`config.mk`:
```
export PLATFORM = sky130hd
export DESIGN_NAME = multi_shot_controller_flat
export DESIGN_NICKNAME = d
export VERILOG_FILES = /design/src/rtl/shots_pkg.sv /design/src/rtl/multi_shot_controller_if.sv /design/src/rtl/lowest_free_slot.sv /design/src/rtl/multi_shot_controller.sv /design/src/flat_wrapper.sv
export SDC_FILE = /design/constraint.sdc
export NUM_CORES = 1
export LEC_CHECK = 0
export BUFFER_PORTS_ARGS = -buffer_cell sky130_fd_sc_hd__buf_2
export CORE_MARGIN = 1
export CORE_UTILIZATION = 40
export CTS_BUF_LIST = sky130_fd_sc_hd__clkbuf_4
export DETAILED_ROUTE_END_ITERATION = 12
export GPL_TIMING_DRIVEN = 0
export PLACE_DENSITY = 0.69
export SLEW_MARGIN = 20
export SYNTH_ARGS = -nofsm -noshare
export SYNTH_HDL_FRONTEND = slang
export SYNTH_SLANG_ARGS = --single-unit
```
`constraint.sdc`:
```
create_clock -name clk -period 3.35 [get_ports clk]
set_input_delay 0.67 -clock clk [delete_from_list [all_inputs] [get_ports clk]]
set_output_delay 0.67 -clock clk [all_outputs]
set_load 0.01 [all_outputs]
```
`src/rtl/shots_pkg.sv`:
```
// Shared definitions for the multi-shot controller and the draw engine:
// scan state encoding, coordinate widths and draw-op encoding.
package shots_pkg;

    localparam int X_W = 8;
    localparam int Y_W = 7;

    localparam logic DRAW_OP  = 1'b0;
    localparam logic ERASE_OP = 1'b1;

    typedef enum logic [2:0] {
        IDLE,
        CHECK,
        ERASE,
        MOVE,
        DRAW,
        SPAWN
    } scan_state_t;

endpackage

```
`src/rtl/multi_shot_controller_if.sv`:
```
// Valid/ready request channel from the shot controller to the shared VGA draw engine.
interface multi_shot_controller_if;
    import shots_pkg::*;

    logic           drawValid;
    logic           drawErase;
    logic [X_W-1:0] drawX;
    logic [Y_W-1:0] drawY;
    logic           drawReady;

    modport master (output drawValid, drawErase, drawX, drawY, input drawReady);
    modport slave  (input drawValid, drawErase, drawX, drawY, output drawReady);

endinterface

```
`src/rtl/lowest_free_slot.sv`:
```
// Priority encoder returning the lowest-index unoccupied shot slot.
module lowest_free_slot #(
    parameter int N     = 4,
    parameter int IDX_W = 2
) (
    input  logic [N-1:0]     occupied,
    output logic [IDX_W-1:0] index,
    output logic             found
);

    // Scanning downwards lets the lowest free index overwrite any higher one.
    always_comb begin
        index = '0;
        found = 1'b0;
        for (int i = N - 1; i >= 0; i--) begin
            if (!occupied[i]) begin
                index = IDX_W'(i);
                found = 1'b1;
            end
        end
    end

endmodule

```
`src/rtl/multi_shot_controller.sv`:
```
// Frame-driven manager for several concurrent player shots: moves, retires and
// spawns shots, issuing erase/draw requests to the shared draw engine.
module multi_shot_controller
    import shots_pkg::*;
#(
    parameter int NUM_SHOTS = 4,
    parameter int SHOT_STEP = 2,
    parameter int Y_TOP     = 0,
    parameter int COOLDOWN  = 8
) (
    input  logic                     clk,
    input  logic                     reset,
    input  logic                     frameTick,
    input  logic                     fireKey,
    input  logic [X_W-1:0]           rocketX,
    input  logic [Y_W-1:0]           rocketY,
    input  logic [NUM_SHOTS-1:0]     collidedWithAlien,
    multi_shot_controller_if.master  draw,
    output logic [NUM_SHOTS-1:0]     shotActive,
    output logic [NUM_SHOTS*X_W-1:0] shotX,
    output logic [NUM_SHOTS*Y_W-1:0] shotY,
    output logic [NUM_SHOTS-1:0]     retireTop,
    output logic [NUM_SHOTS-1:0]     retireHit,
    output logic                     shotDropped,
    output logic                     busy
);

    localparam int IDX_W = (NUM_SHOTS > 1) ? $clog2(NUM_SHOTS) : 1;
    localparam int CD_W  = (COOLDOWN > 0) ? $clog2(COOLDOWN + 1) : 1;
    localparam logic [IDX_W-1:0] LAST_IDX = IDX_W'(NUM_SHOTS - 1);
    localparam logic [Y_W:0]     Y_LIMIT  = (Y_W + 1)'(Y_TOP + SHOT_STEP);

    scan_state_t      state, state_next, adv_state;
    logic [IDX_W-1:0] idx, idx_next, adv_idx;
    logic [X_W-1:0]   slot_x [NUM_SHOTS];
    logic [Y_W-1:0]   slot_y [NUM_SHOTS];
    logic [NUM_SHOTS-1:0] hit_latch;
    logic [CD_W-1:0]  cooldown;
    logic             fire_pending, fire_prev;
    logic             draw_valid, draw_erase;
    logic [X_W-1:0]   draw_x;
    logic [Y_W-1:0]   draw_y;
    logic [IDX_W-1:0] free_idx;
    logic             free_found;
    logic [Y_W-1:0]   moved_y;
    logic             handshake;
    logic             start_erase, move_en, retire_hit_en, retire_top_en;
    logic             spawn_en, drop_en, clear_valid;

    lowest_free_slot #(.N(NUM_SHOTS), .IDX_W(IDX_W)) u_free (
        .occupied (shotActive),
        .index    (free_idx),
        .found    (free_found)
    );

    assign handshake = draw_valid & draw.drawReady;
    assign moved_y   = slot_y[idx] - Y_W'(SHOT_STEP);
    assign busy      = (state != IDLE);

    assign draw.drawValid = draw_valid;
    assign draw.drawErase = draw_erase;
    assign draw.drawX     = draw_x;
    assign draw.drawY     = draw_y;

    for (genvar g = 0; g < NUM_SHOTS; g++) begin : g_flat
        assign shotX[g*X_W +: X_W] = slot_x[g];
        assign shotY[g*Y_W +: Y_W] = slot_y[g];
    end

    always_ff @(posedge clk or posedge reset) begin
        if (reset) begin
            state <= IDLE;
            idx   <= '0;
        end else begin
            state <= state_next;
            idx   <= idx_next;
        end
    end

    // Retiring and finishing a draw both move on exactly like an inactive slot in CHECK.
    always_comb begin
        state_next    = state;
        idx_next      = idx;
        adv_state     = (idx == LAST_IDX) ? SPAWN : CHECK;
        adv_idx       = (idx == LAST_IDX) ? idx : idx + IDX_W'(1);
        start_erase   = 1'b0;
        move_en       = 1'b0;
        retire_hit_en = 1'b0;
        retire_top_en = 1'b0;
        spawn_en      = 1'b0;
        drop_en       = 1'b0;
        clear_valid   = 1'b0;
        case (state)
            IDLE: begin
                if (frameTick) begin
                    state_next = CHECK;
                    idx_next   = '0;
                end
            end
            CHECK: begin
                if (shotActive[idx]) begin
                    state_next  = ERASE;
                    start_erase = 1'b1;
                end else begin
                    state_next = adv_state;
                    idx_next   = adv_idx;
                end
            end
            ERASE: begin
                if (handshake) begin
                    state_next  = MOVE;
                    clear_valid = 1'b1;
                end
            end
            MOVE: begin
                if (hit_latch[idx]) begin
                    retire_hit_en = 1'b1;
                    state_next    = adv_state;
                    idx_next      = adv_idx;
                end else if ({1'b0, slot_y[idx]} < Y_LIMIT) begin
                    retire_top_en = 1'b1;
                    state_next    = adv_state;
                    idx_next      = adv_idx;
                end else begin
                    move_en    = 1'b1;
                    state_next = DRAW;
                end
            end
            DRAW: begin
                if (handshake) begin
                    clear_valid = 1'b1;
                    state_next  = adv_state;
                    idx_next    = adv_idx;
                end
            end
            SPAWN: begin
                if (draw_valid) begin
                    if (handshake) begin
                        clear_valid = 1'b1;
                        state_next  = IDLE;
                    end
                end else if (fire_pending && free_found) begin
                    spawn_en = 1'b1;
                end else begin
                    drop_en    = fire_pending;
                    state_next = IDLE;
                end
            end
            default: state_next = IDLE;
        endcase
    end

    // Slot storage, fire/cooldown bookkeeping and hit latches; later assignments win.
    always_ff @(posedge clk or posedge reset) begin
        if (reset) begin
            shotActive   <= '0;
            hit_latch    <= '0;
            retireTop    <= '0;
            retireHit    <= '0;
            shotDropped  <= 1'b0;
            cooldown     <= '0;
            fire_pending <= 1'b0;
            fire_prev    <= 1'b0;
            for (int i = 0; i < NUM_SHOTS; i++) begin
                slot_x[i] <= '0;
                slot_y[i] <= '0;
            end
        end else begin
            fire_prev   <= fireKey;
            retireTop   <= '0;
            retireHit   <= '0;
            shotDropped <= drop_en;
            hit_latch   <= hit_latch | (collidedWithAlien & shotActive);
            if (fireKey && !fire_prev && cooldown == '0) begin
                fire_pending <= 1'b1;
            end
            if (spawn_en || drop_en) begin
                fire_pending <= 1'b0;
            end
            if (spawn_en) begin
                cooldown <= CD_W'(COOLDOWN);
            end else if (frameTick && cooldown != '0) begin
                cooldown <= cooldown - CD_W'(1);
            end
            if (retire_hit_en || retire_top_en) begin
                shotActive[idx] <= 1'b0;
                hit_latch[idx]  <= 1'b0;
                retireHit[idx]  <= retire_hit_en;
                retireTop[idx]  <= retire_top_en;
            end
            if (move_en) begin
                slot_y[idx] <= moved_y;
            end
            if (spawn_en) begin
                shotActive[free_idx] <= 1'b1;
                slot_x[free_idx]     <= rocketX;
                slot_y[free_idx]     <= rocketY;
            end
        end
    end

    // Request registers only change when idle or on the handshake, so they hold under backpressure.
    always_ff @(posedge clk or posedge reset) begin
        if (reset) begin
            draw_valid <= 1'b0;
            draw_erase <= DRAW_OP;
            draw_x     <= '0;
            draw_y     <= '0;
        end else if (start_erase) begin
            draw_valid <= 1'b1;
            draw_erase <= ERASE_OP;
            draw_x     <= slot_x[idx];
            draw_y     <= slot_y[idx];
        end else if (move_en) begin
            draw_valid <= 1'b1;
            draw_erase <= DRAW_OP;
            draw_x     <= slot_x[idx];
            draw_y     <= moved_y;
        end else if (spawn_en) begin
            draw_valid <= 1'b1;
            draw_erase <= DRAW_OP;
            draw_x     <= rocketX;
            draw_y     <= rocketY;
        end else if (clear_valid) begin
            draw_valid <= 1'b0;
        end
    end

endmodule

```
`src/flat_wrapper.sv`:
```
// flat-port wrapper written by rule: the top's interface ports become plain ports
module multi_shot_controller_flat import shots_pkg::*;
#(
    parameter int NUM_SHOTS = 4,
    parameter int SHOT_STEP = 2,
    parameter int Y_TOP     = 0,
    parameter int COOLDOWN  = 8
)
  (clk, reset, frameTick, fireKey, rocketX, rocketY, collidedWithAlien, shotActive, shotX, shotY, retireTop, retireHit, shotDropped, busy, draw_drawValid, draw_drawErase, draw_drawX, draw_drawY, draw_drawReady);
  multi_shot_controller_if draw_i ();
  input  logic clk;
  input  logic reset;
  input  logic frameTick;
  input  logic fireKey;
  input  logic [X_W-1:0] rocketX;
  input  logic [Y_W-1:0] rocketY;
  input  logic [NUM_SHOTS-1:0] collidedWithAlien;
  output logic [NUM_SHOTS-1:0] shotActive;
  output logic [NUM_SHOTS*X_W-1:0] shotX;
  output logic [NUM_SHOTS*Y_W-1:0] shotY;
  output logic [NUM_SHOTS-1:0] retireTop;
  output logic [NUM_SHOTS-1:0] retireHit;
  output logic shotDropped;
  output logic busy;
  output wire logic [$bits(draw_i.drawValid)-1:0] draw_drawValid;
  output wire logic [$bits(draw_i.drawErase)-1:0] draw_drawErase;
  output wire logic [$bits(draw_i.drawX)-1:0] draw_drawX;
  output wire logic [$bits(draw_i.drawY)-1:0] draw_drawY;
  input wire logic [$bits(draw_i.drawReady)-1:0] draw_drawReady;
  assign draw_drawValid = draw_i.drawValid;
  assign draw_drawErase = draw_i.drawErase;
  assign draw_drawX = draw_i.drawX;
  assign draw_drawY = draw_i.drawY;
  assign draw_i.drawReady = draw_drawReady;
  multi_shot_controller #(.NUM_SHOTS(NUM_SHOTS), .SHOT_STEP(SHOT_STEP), .Y_TOP(Y_TOP), .COOLDOWN(COOLDOWN)) u_core (.clk(clk), .reset(reset), .frameTick(frameTick), .fireKey(fireKey), .rocketX(rocketX), .rocketY(rocketY), .collidedWithAlien(collidedWithAlien), .draw(draw_i), .shotActive(shotActive), .shotX(shotX), .shotY(shotY), .retireTop(retireTop), .retireHit(retireHit), .shotDropped(shotDropped), .busy(busy));
endmodule
```
* Yosys cells after proc, flatten, opt, wreduce, memory -nomap -nowiden
Index checks and enable logic that the tools add are counted.
Word-level totals: bits in registers 105, bits of input ports 24, logic and storage cells 173
Operators by class: $add $sub $neg 3, magnitude comparators 9, equality and inequality tests 13, muxes and demuxes 92, bitwise operators 11, reductions and logical operators 23
Operator list (count):
- $bwmux W28 | 2
- $mux W28 | 2
- $mux W7 | 7
- $mux W8 | 6
- $mux W1 | 35
- $bwmux W32 | 1
- $mux W3 | 10
- $demux W7 S2 | 2
- $mux W4 | 7
- $and A4 B4 Y4 | 5
- $mux W2 | 10
- $pmux W3 S6 | 1
- $bmux W8 S2 | 1
- $demux W8 S2 | 1
- $bmux W7 S2 | 1
- $reduce_bool A4 Y1 | 3
- $reduce_and A5 Y1 | 2
- $logic_and A1 B1 Y1 | 8
- $or A4 B4 Y4 | 2
- $pmux W2 S4 | 1
- $lt A7 B2 Y1 const B | 1
- $sub A7 B2 Y7 const B | 1
- $eq A3 B2 Y1 const B | 2
- $eq A3 B3 Y1 const B | 2
- 26 further kinds | 38

* Logic depth before layout (Yosys ltp)
Gate-level depths: netlist (run 1).
depth in word-level cells 12, depth in mapped cells 13, depth with buffers taken out 9

* By module
From an unflattened synthesis (run 1), not the netlist that was laid out.
Second synthesis, totals: cells, all modules 530, area, all modules 5396.4 µm²
By module, submodules not included:
- multi_shot_controller | times used 1, cells an instance 525, area an instance 5367.6 µm²
- lowest_free_slot | times used 1, cells an instance 5, area an instance 28.8 µm²

* Worst setup path after synthesis (run 1)
OpenSTA, ideal clock, no wires.
kind register to register, from register u_core.idx[0], to register u_core.idx[0], setup time 0.079 ns, arrival 2.645 ns, setup slack 0.626 ns, stages on the path, launching flop included 12, buffers on the path 2, clock period less this slack 2.724 ns, cells stage by stage dfrtp_1 buf_4 mux4_2 inv_1 ha_1 nand2_1 o22ai_1 a31oi_4 nand2b_1 buf_4 nor2_1 mux2i_1
On the way: word-level cells in the longest chain between the ends 7
RTL lines:
- from (decl) | RTL line multi_shot_controller.sv:34 | logic [IDX_W-1:0] idx, idx_next, adv_idx;
- from (signal assigned) | RTL line multi_shot_controller.sv:76 | idx <= idx_next;
- $not A2 Y3 (not written as such) | RTL line multi_shot_controller.sv:120 | end else if ({1'b0, slot_y[idx]} < Y_LIMIT) begin
- $bmux W7 S2 | RTL line multi_shot_controller.sv:120
- $mux W7 (not written as such) (2 in a row) | RTL line multi_shot_controller.sv:120
- $lt A7 B2 Y1 | RTL line multi_shot_controller.sv:120
- $ne A3 B1 Y1 (no line)
- $reduce_and A5 Y1 (no line)
Several ways; a longest one is shown, not always the timed one. The select of a mux whose other input is x is not followed. A chain may end at the register's enable or synchronous reset.

* Worst setup path after layout (run 1)
from register u_core.idx[1], to register u_core.idx[1]
The elaborated chain is that of the path after synthesis.

==> impl_metrics.ini, run 1 <==
[critical_path]
worstReg2RegStart = u_core.idx[1]
cp.required_ns = 3.78
worst-path-max-fanout = 10
start_kind = register
endpoint_kind = register
path_class = reg -> reg
r2r_cells = 12
rrSetupSlack_ns = 0.20
crit_arrival_ns = 3.58
r2r-end = u_core.idx[1]

[clock_tree]
clock_sinks = 105
clk_pin_slew_worst_paths_ns = 0.16
cts_hold_buffers = 0
cts_tree = done
cts_max_level = 3
clk_latency_ns = 0.51
clockRootBuffer = clkbuf_4
cts_made_buffers = 9
clock_path_buffers = 2

[timing]
relSlewSlack = 0.4135
hold_violations = 0
finalSetupViolations = 0
slew_violations = 0
period_share = 0.9402
skew_ns = 0.02706
worstMarginPinSlew_ns = 0.8797
finalWorstSetupSlack_ns = 0.2003
min_period_ns = 3.150
rsz0062_at_grt = no
max_freq_ghz = 0.3175
hold-worst-slack_ns = 0.1422

[pwr]
pwr-share-clk = 0.131
switching_share = 0.4131
power.density_nw_per_um2 = 715.7
p_leak_nw = 3.108
intPower_mw = 2.615
peakVddDrop_mv = 0.3534
pwr-share-seq = 0.420
p_switching_mw = 1.840
p_comb_frac = 0.449

[yosys]
ys.flop_type = dfrtp_1
synth_edf_count = 0
seq_area_frac_synth = 0.5019
syn_nets = 484
avgSynthCellArea_um2 = 11.56
synth_area_um2 = 5235
ys_types = 50
yosys_warnings = 0
synth-seq-cells = 105
synthCells = 453
ys_async_sr_fraction = 1.000

[route]
wl_met1_um = 5954
wl_met3_um = 1249
drt_iter0_drc = 217
top_layer = met4
vias_per_cell = 5.474
met2_wirelength_um = 7146
ant_nets = 0
dr_total_vias = 4149
wirelength_um = 14640
firstDrtPassIters = 5
wl_per_cell_um = 19.31
drc = 0

[place]
gp_congestion = 0.9115
placed_area_um2 = 6092
dp_slack_ns = -0.02298
dp_hpwl_um = 10580
port_buffers = 114

[die]
coreArea_um2 = 12670
fp-row-count = 41
ioPinCount = 115
initial_core_util = 0.4132
die_area_um2 = 13550
chipHeight_um = 116.4
fp.dieW_um = 116.4

[run]
maxCapViolCount = 0

[finish]
syn_to_final_growth_pct = 18.91
multi_input_area_um2 = 2472
final_area_um2 = 6225
drive_gt1_frac = 0.3567
fillers = 1168
layout.nets = 612
diodes = 0
seq_area_um2 = 2628

[global_routing]
antenna_found_initial = 0
grt_pass1_vias = 4243
grt_max_degree = 36
grt_usage = 0.2339
grt_pass1_wl_um = 23260
overflow = 0

[min_path]
min_path_type = in -> async

[outcome]
status = finished clean
## state kept, by name, indices dropped and copies added (netlist names), 2 cells and up
name               flops
u_core.hit_latch       4
u_core.state           3
u_core.shotActive      4
u_core.draw.drawX      8
u_core.shotY          28
u_core.retireTop       4
u_core.idx             2
u_core.shotX          32
u_core.retireHit       4
u_core.draw.drawY      7
u_core.cooldown        4
## worst max path at each step
stage | startpoint | end | cells after the start
3_3_place_gp | u_core.idx[1] | u_core.shotActive[3] | 11
3_5_place_dp | u_core.idx[1] | u_core.shotActive[2] | 11
5_1_grt | u_core.idx[1] | u_core.idx[1] | 12
6_report | u_core.idx[1] | u_core.idx[1] | 12
2_1_floorplan | u_core.idx[0] | u_core.idx[0] | 11
4_1_cts | u_core.idx[1] | u_core.idx[1] | 12
## routing by layer
| layer | GRT usage | up-vias |
|---|---|---|
| li1 | - | 1888 |
| met1 | 0.2893 | 2079 |
| met2 | 0.3854 | 157 |
| met3 | 0.08095 | 25 |
| met4 | 0.07179 | 0 |
| met5 | 0 | - |
## synth_stat cells, types with 3 or more instances
| master | number | area, µm² |
|---|---|---|
| mux2i_1 | 40 | 400.4 |
| dfrtp_1 | 105 | 2628 |
| and2_1 | 8 | 50.05 |
| nand2_2 | 3 | 18.77 |
| nand2b_1 | 5 | 31.28 |
| mux4_2 | 16 | 360.4 |
| xnor2_1 | 3 | 26.28 |
| a21o_1 | 9 | 67.56 |
| clkbuf_1 | 11 | 41.29 |
| a21oi_1 | 20 | 100.1 |
| a311oi_1 | 5 | 43.79 |
| ha_1 | 7 | 87.58 |
| xor2_1 | 4 | 35.03 |
| inv_1 | 10 | 37.54 |
| buf_4 | 3 | 22.52 |
| nor2_1 | 16 | 60.06 |
| mux2_2 | 36 | 405.4 |
| nor3_1 | 4 | 20.02 |
| nor3b_1 | 4 | 30.03 |
| nor2b_1 | 7 | 43.79 |
| nand2_1 | 56 | 210.2 |
| o21ai_0 | 36 | 180.2 |
| buf_2 | 7 | 35.03 |
| a22oi_1 | 4 | 30.03 |
## power groups by stage
stage | registers [mW] | clock network (mW) | logic, mW
floorplan | 1.95 | 0 | 1.20
global placement | 1.88 | 0 | 1.91
detailed placement | 1.89 | 0 | 1.98
CTS | 1.87 | 0.604 | 1.99
global route | 1.91 | 0.652 | 2.22
finish | 1.87 | 0.585 | 2.00
## stage by stage
| step | setup TNS (ns) | std cells | utilization | power, mW |
|---|---|---|---|---|
| after floorplan | 0 | 453 | - | 3.146 |
| after global placement | 0 | 739 | 0.4755 | 3.788 |
| after detailed placement | -0.05643 | 742 | 0.4808 | 3.873 |
| after CTS | 0 | 758 | 0.4898 | 4.466 |
| after global routing | 0 | 758 | 0.4913 | 4.778 |
| final | 0 | 758 | 0.4913 | 4.455 |
## kinds of logic (layout without fill, tap and decap cells)
kind of cell,after synthesis,in the layout,share of synthesized area
flops,105,105,0.5019
fa+ha+maj,7,7,0.01673
compound gates,91,91,0.1088
simple gates,117,117,0.1085
buf+inv,34,167,0.02964
xor+xnor,7,7,0.01171
mux,92,92,0.2228
## area by class of cell
type	instances	share of cell area
Clock inverter	6	0.005628
Buffer	24	0.01930
Tap cell	172	0.03457
Clock buffer	10	0.01206
Multi-Input combinational cell	314	0.3972
Timing Repair Buffer	117	0.1025
Inverter	10	0.006633
Sequential cell	105	0.4221
## cells in the final DEF (no fill, tap or decap), drive strengths merged, types with 2 or more instances in the layout
cell type  count
o22ai          2
nand3          2
mux2i         40
nor3b          4
nor2          17
a21oi         20
clkinv         4
nand4          2
nand2b         5
o21ai         36
a311oi         5
inv            9
a2111oi        2
or3            2
clkbuf        22
ha             7
xnor2          3
clkinvlp       3
o221ai         2
mux4          16
a31oi          2
a22oi          4
xor2           4
mux2          36
and2           9
buf          129
dfrtp        105
nor3           5
o21bai         2
nand2         59
nor2b          7
a21o           9
## what timing repair did
item | CTS | global route
setup endpoints to repair | 4 | 48
gates resized for setup | 1 | 4
setup buffers | 0 | 0
## worst max-delay path, stage by stage, from the launching register on
cell and delay (ns):
dfrtp_1 0.40, buf_2 0.23, clkbuf_4 0.28, mux4_2 0.35, inv_1 0.19, ha_2 0.29, nand2_1 0.11, o22ai_2 0.24
a31oi_4 0.16, nand2b_1 0.21, buf_4 0.20, nor2_1 0.22, mux2i_1 0.21
No activity file was read; power rests on OpenSTA's default activity.
==> run 2: changes to the inputs <==
- PLACE_DENSITY: 0.69 -> default
==> impl_metrics.ini, run 2 (synthesized netlist as in run 1, its figures left out) <==
[finish]
fin_cells = 759
fillers = 1185
fin_util = 0.4953
final_common_cell = buf_2
syn_to_final_growth_pct = 19.89
drive_gt1_frac = 0.3549
final_cell_mix = buf_2 (120), dfrtp_1 (105), nand2_1 (56), mux2i_1 (40)
layout.nets = 613
largest_register_ff_count = 32

[clock_tree]
cts_max_level = 3
clk_latency_ns = 0.50
clockRootBuffer = clkbuf_4
cts_made_buffers = 9
cts_tree = done
clock_sinks = 105
clock_path_buffers = 2
clk_pin_slew_worst_paths_ns = 0.17
cts_hold_buffers = 0

[critical_path]
cp-startpoint = u_core.idx[1]
path_delay_family = compound AO/OA/AOI/OAI gates
max_stage_delay_ns = 0.41
path_cells = buf_2 -> clkbuf_4 -> mux4_2 -> inv_1 -> ha_2 -> nand2_1 -> a2111oi_0 -> nor2_1 -> xnor2_2 -> o221ai_1 -> a21oi_1
path_class = reg -> reg
crit_arrival_ns = 3.58
rrSetupSlack_ns = 0.18
endpoint_kind = register
start_kind = register
worst-path-max-fanout = 10
slowest_stage = dfrtp_1
worstReg2RegStart = u_core.idx[1]
cp.required_ns = 3.76
cp_num_buf_inv = 3

[place]
gp_congestion = 0.8433
port_buffers = 114
dp_slack_ns = -0.06738
dp.cells = 743
dp_hpwl_um = 10680

[die]
ioPinCount = 115
die_area_um2 = 13550
chipHeight_um = 116.4
fp-row-count = 41
initial_core_util = 0.4132
coreArea_um2 = 12670
fp.dieW_um = 116.4

[route]
dr_total_vias = 4107
wirelength_um = 14910
vias_per_cell = 5.411
wl_per_cell_um = 19.65
ant_nets = 0
drt_iter0_drc = 216
firstDrtPassIters = 5
drc = 0

[timing]
hold-worst-slack_ns = 0.1142
finalSetupViolations = 0
period_share = 0.9463
hold_violations = 0
max_freq_ghz = 0.3154
min_period_ns = 3.170
worstMarginPinSlew_ns = 0.9155
slew_violations = 0
relSlewSlack = 0.3897
rsz0062_at_grt = no
skew_ns = 0.02922
finalWorstSetupSlack_ns = 0.1799

[min_path]
min_path_type = in -> async

[pwr]
finalPower_mw = 4.543
peakVddDrop_mv = 0.4532
p_leak_nw = 3.133
power.density_nw_per_um2 = 723.9

[run]
maxCapViolCount = 0

[global_routing]
antenna_found_initial = 1
grt_pass1_vias = 4116
overflow = 0
grt_pass1_wl_um = 23050
grt_max_degree = 32
grt_usage = 0.2357

[outcome]
status = finished clean
run 2: changes by cell type in the layout (fill, tap and decap cells not counted):
cell | before | now
inv_6 | 0 | 1
clkinv_2 | 4 | 1
diode_2 | 0 | 1
buf_16 | 1 | 2
clkinv_1 | 0 | 1
clkinv_4 | 0 | 1
bufinv_16 | 0 | 1
clkinvlp_4 | 3 | 1
run 2: final cells by class:
type                            instances  area, µm²  share of cell area
Timing Repair Buffer                  118      665.6              0.1061
Antenna cell                            1      2.502           0.0003987
Buffer                                 24      120.1             0.01914
Multi-Input combinational cell        314       2472              0.3939
Tap cell                              172      215.2             0.03429
Sequential cell                       105       2628              0.4187
Clock buffer                           10      75.07             0.01196
Inverter                               10      41.29            0.006579
Clock inverter                          5      56.30            0.008971
run 2: worst paths after layout:
check | endpoint | cells past startpoint
max | u_core.draw.drawY[5] | 11
max reg2reg | u_core.draw.drawY[5] | 11
min in group clk | u_core.fire_prev | 1
min | u_core.shotX[6] | 2
max in group asynchronous | u_core.shotY[16] | 5
min reg2reg | u_core.draw.drawErase | 2
run 2: metal layers:
layer | track usage | vias to the layer above | share of wire
li1 | - | 1893 | -
met2 | 0.3858 | 125 | 0.49
met3 | 0.06383 | 13 | 0.064
met5 | 0 | - | 0
met4 | 0.07009 | 0 | 0.012
met1 | 0.3065 | 2076 | 0.43
run 2: power breakdown:
group | switching (mW) | internal (mW) | leakage (nW) | total [mW]
sequential | 0.270 | 1.59 | 1.29 | 1.86
clock | 0.443 | 0.233 | 0.0743 | 0.676
combinational | 1.14 | 0.869 | 1.76 | 2.00
total | 1.85 | 2.70 | 3.13 | 4.54
run 2: through the flow:
step	TNS [ns]	area, µm²
after floorplan	0	5239
after global placement	-0.2902	6025
after detailed placement	-0.2624	6120
after CTS	0	6262
after global routing	0	6276
final	0	6276
run 2: what timing repair did:
action                     in CTS  in global routing
setup endpoints to repair       6                 51
setup buffers                   0                  0
cloned                          0                  0
gates resized for setup         2                  3
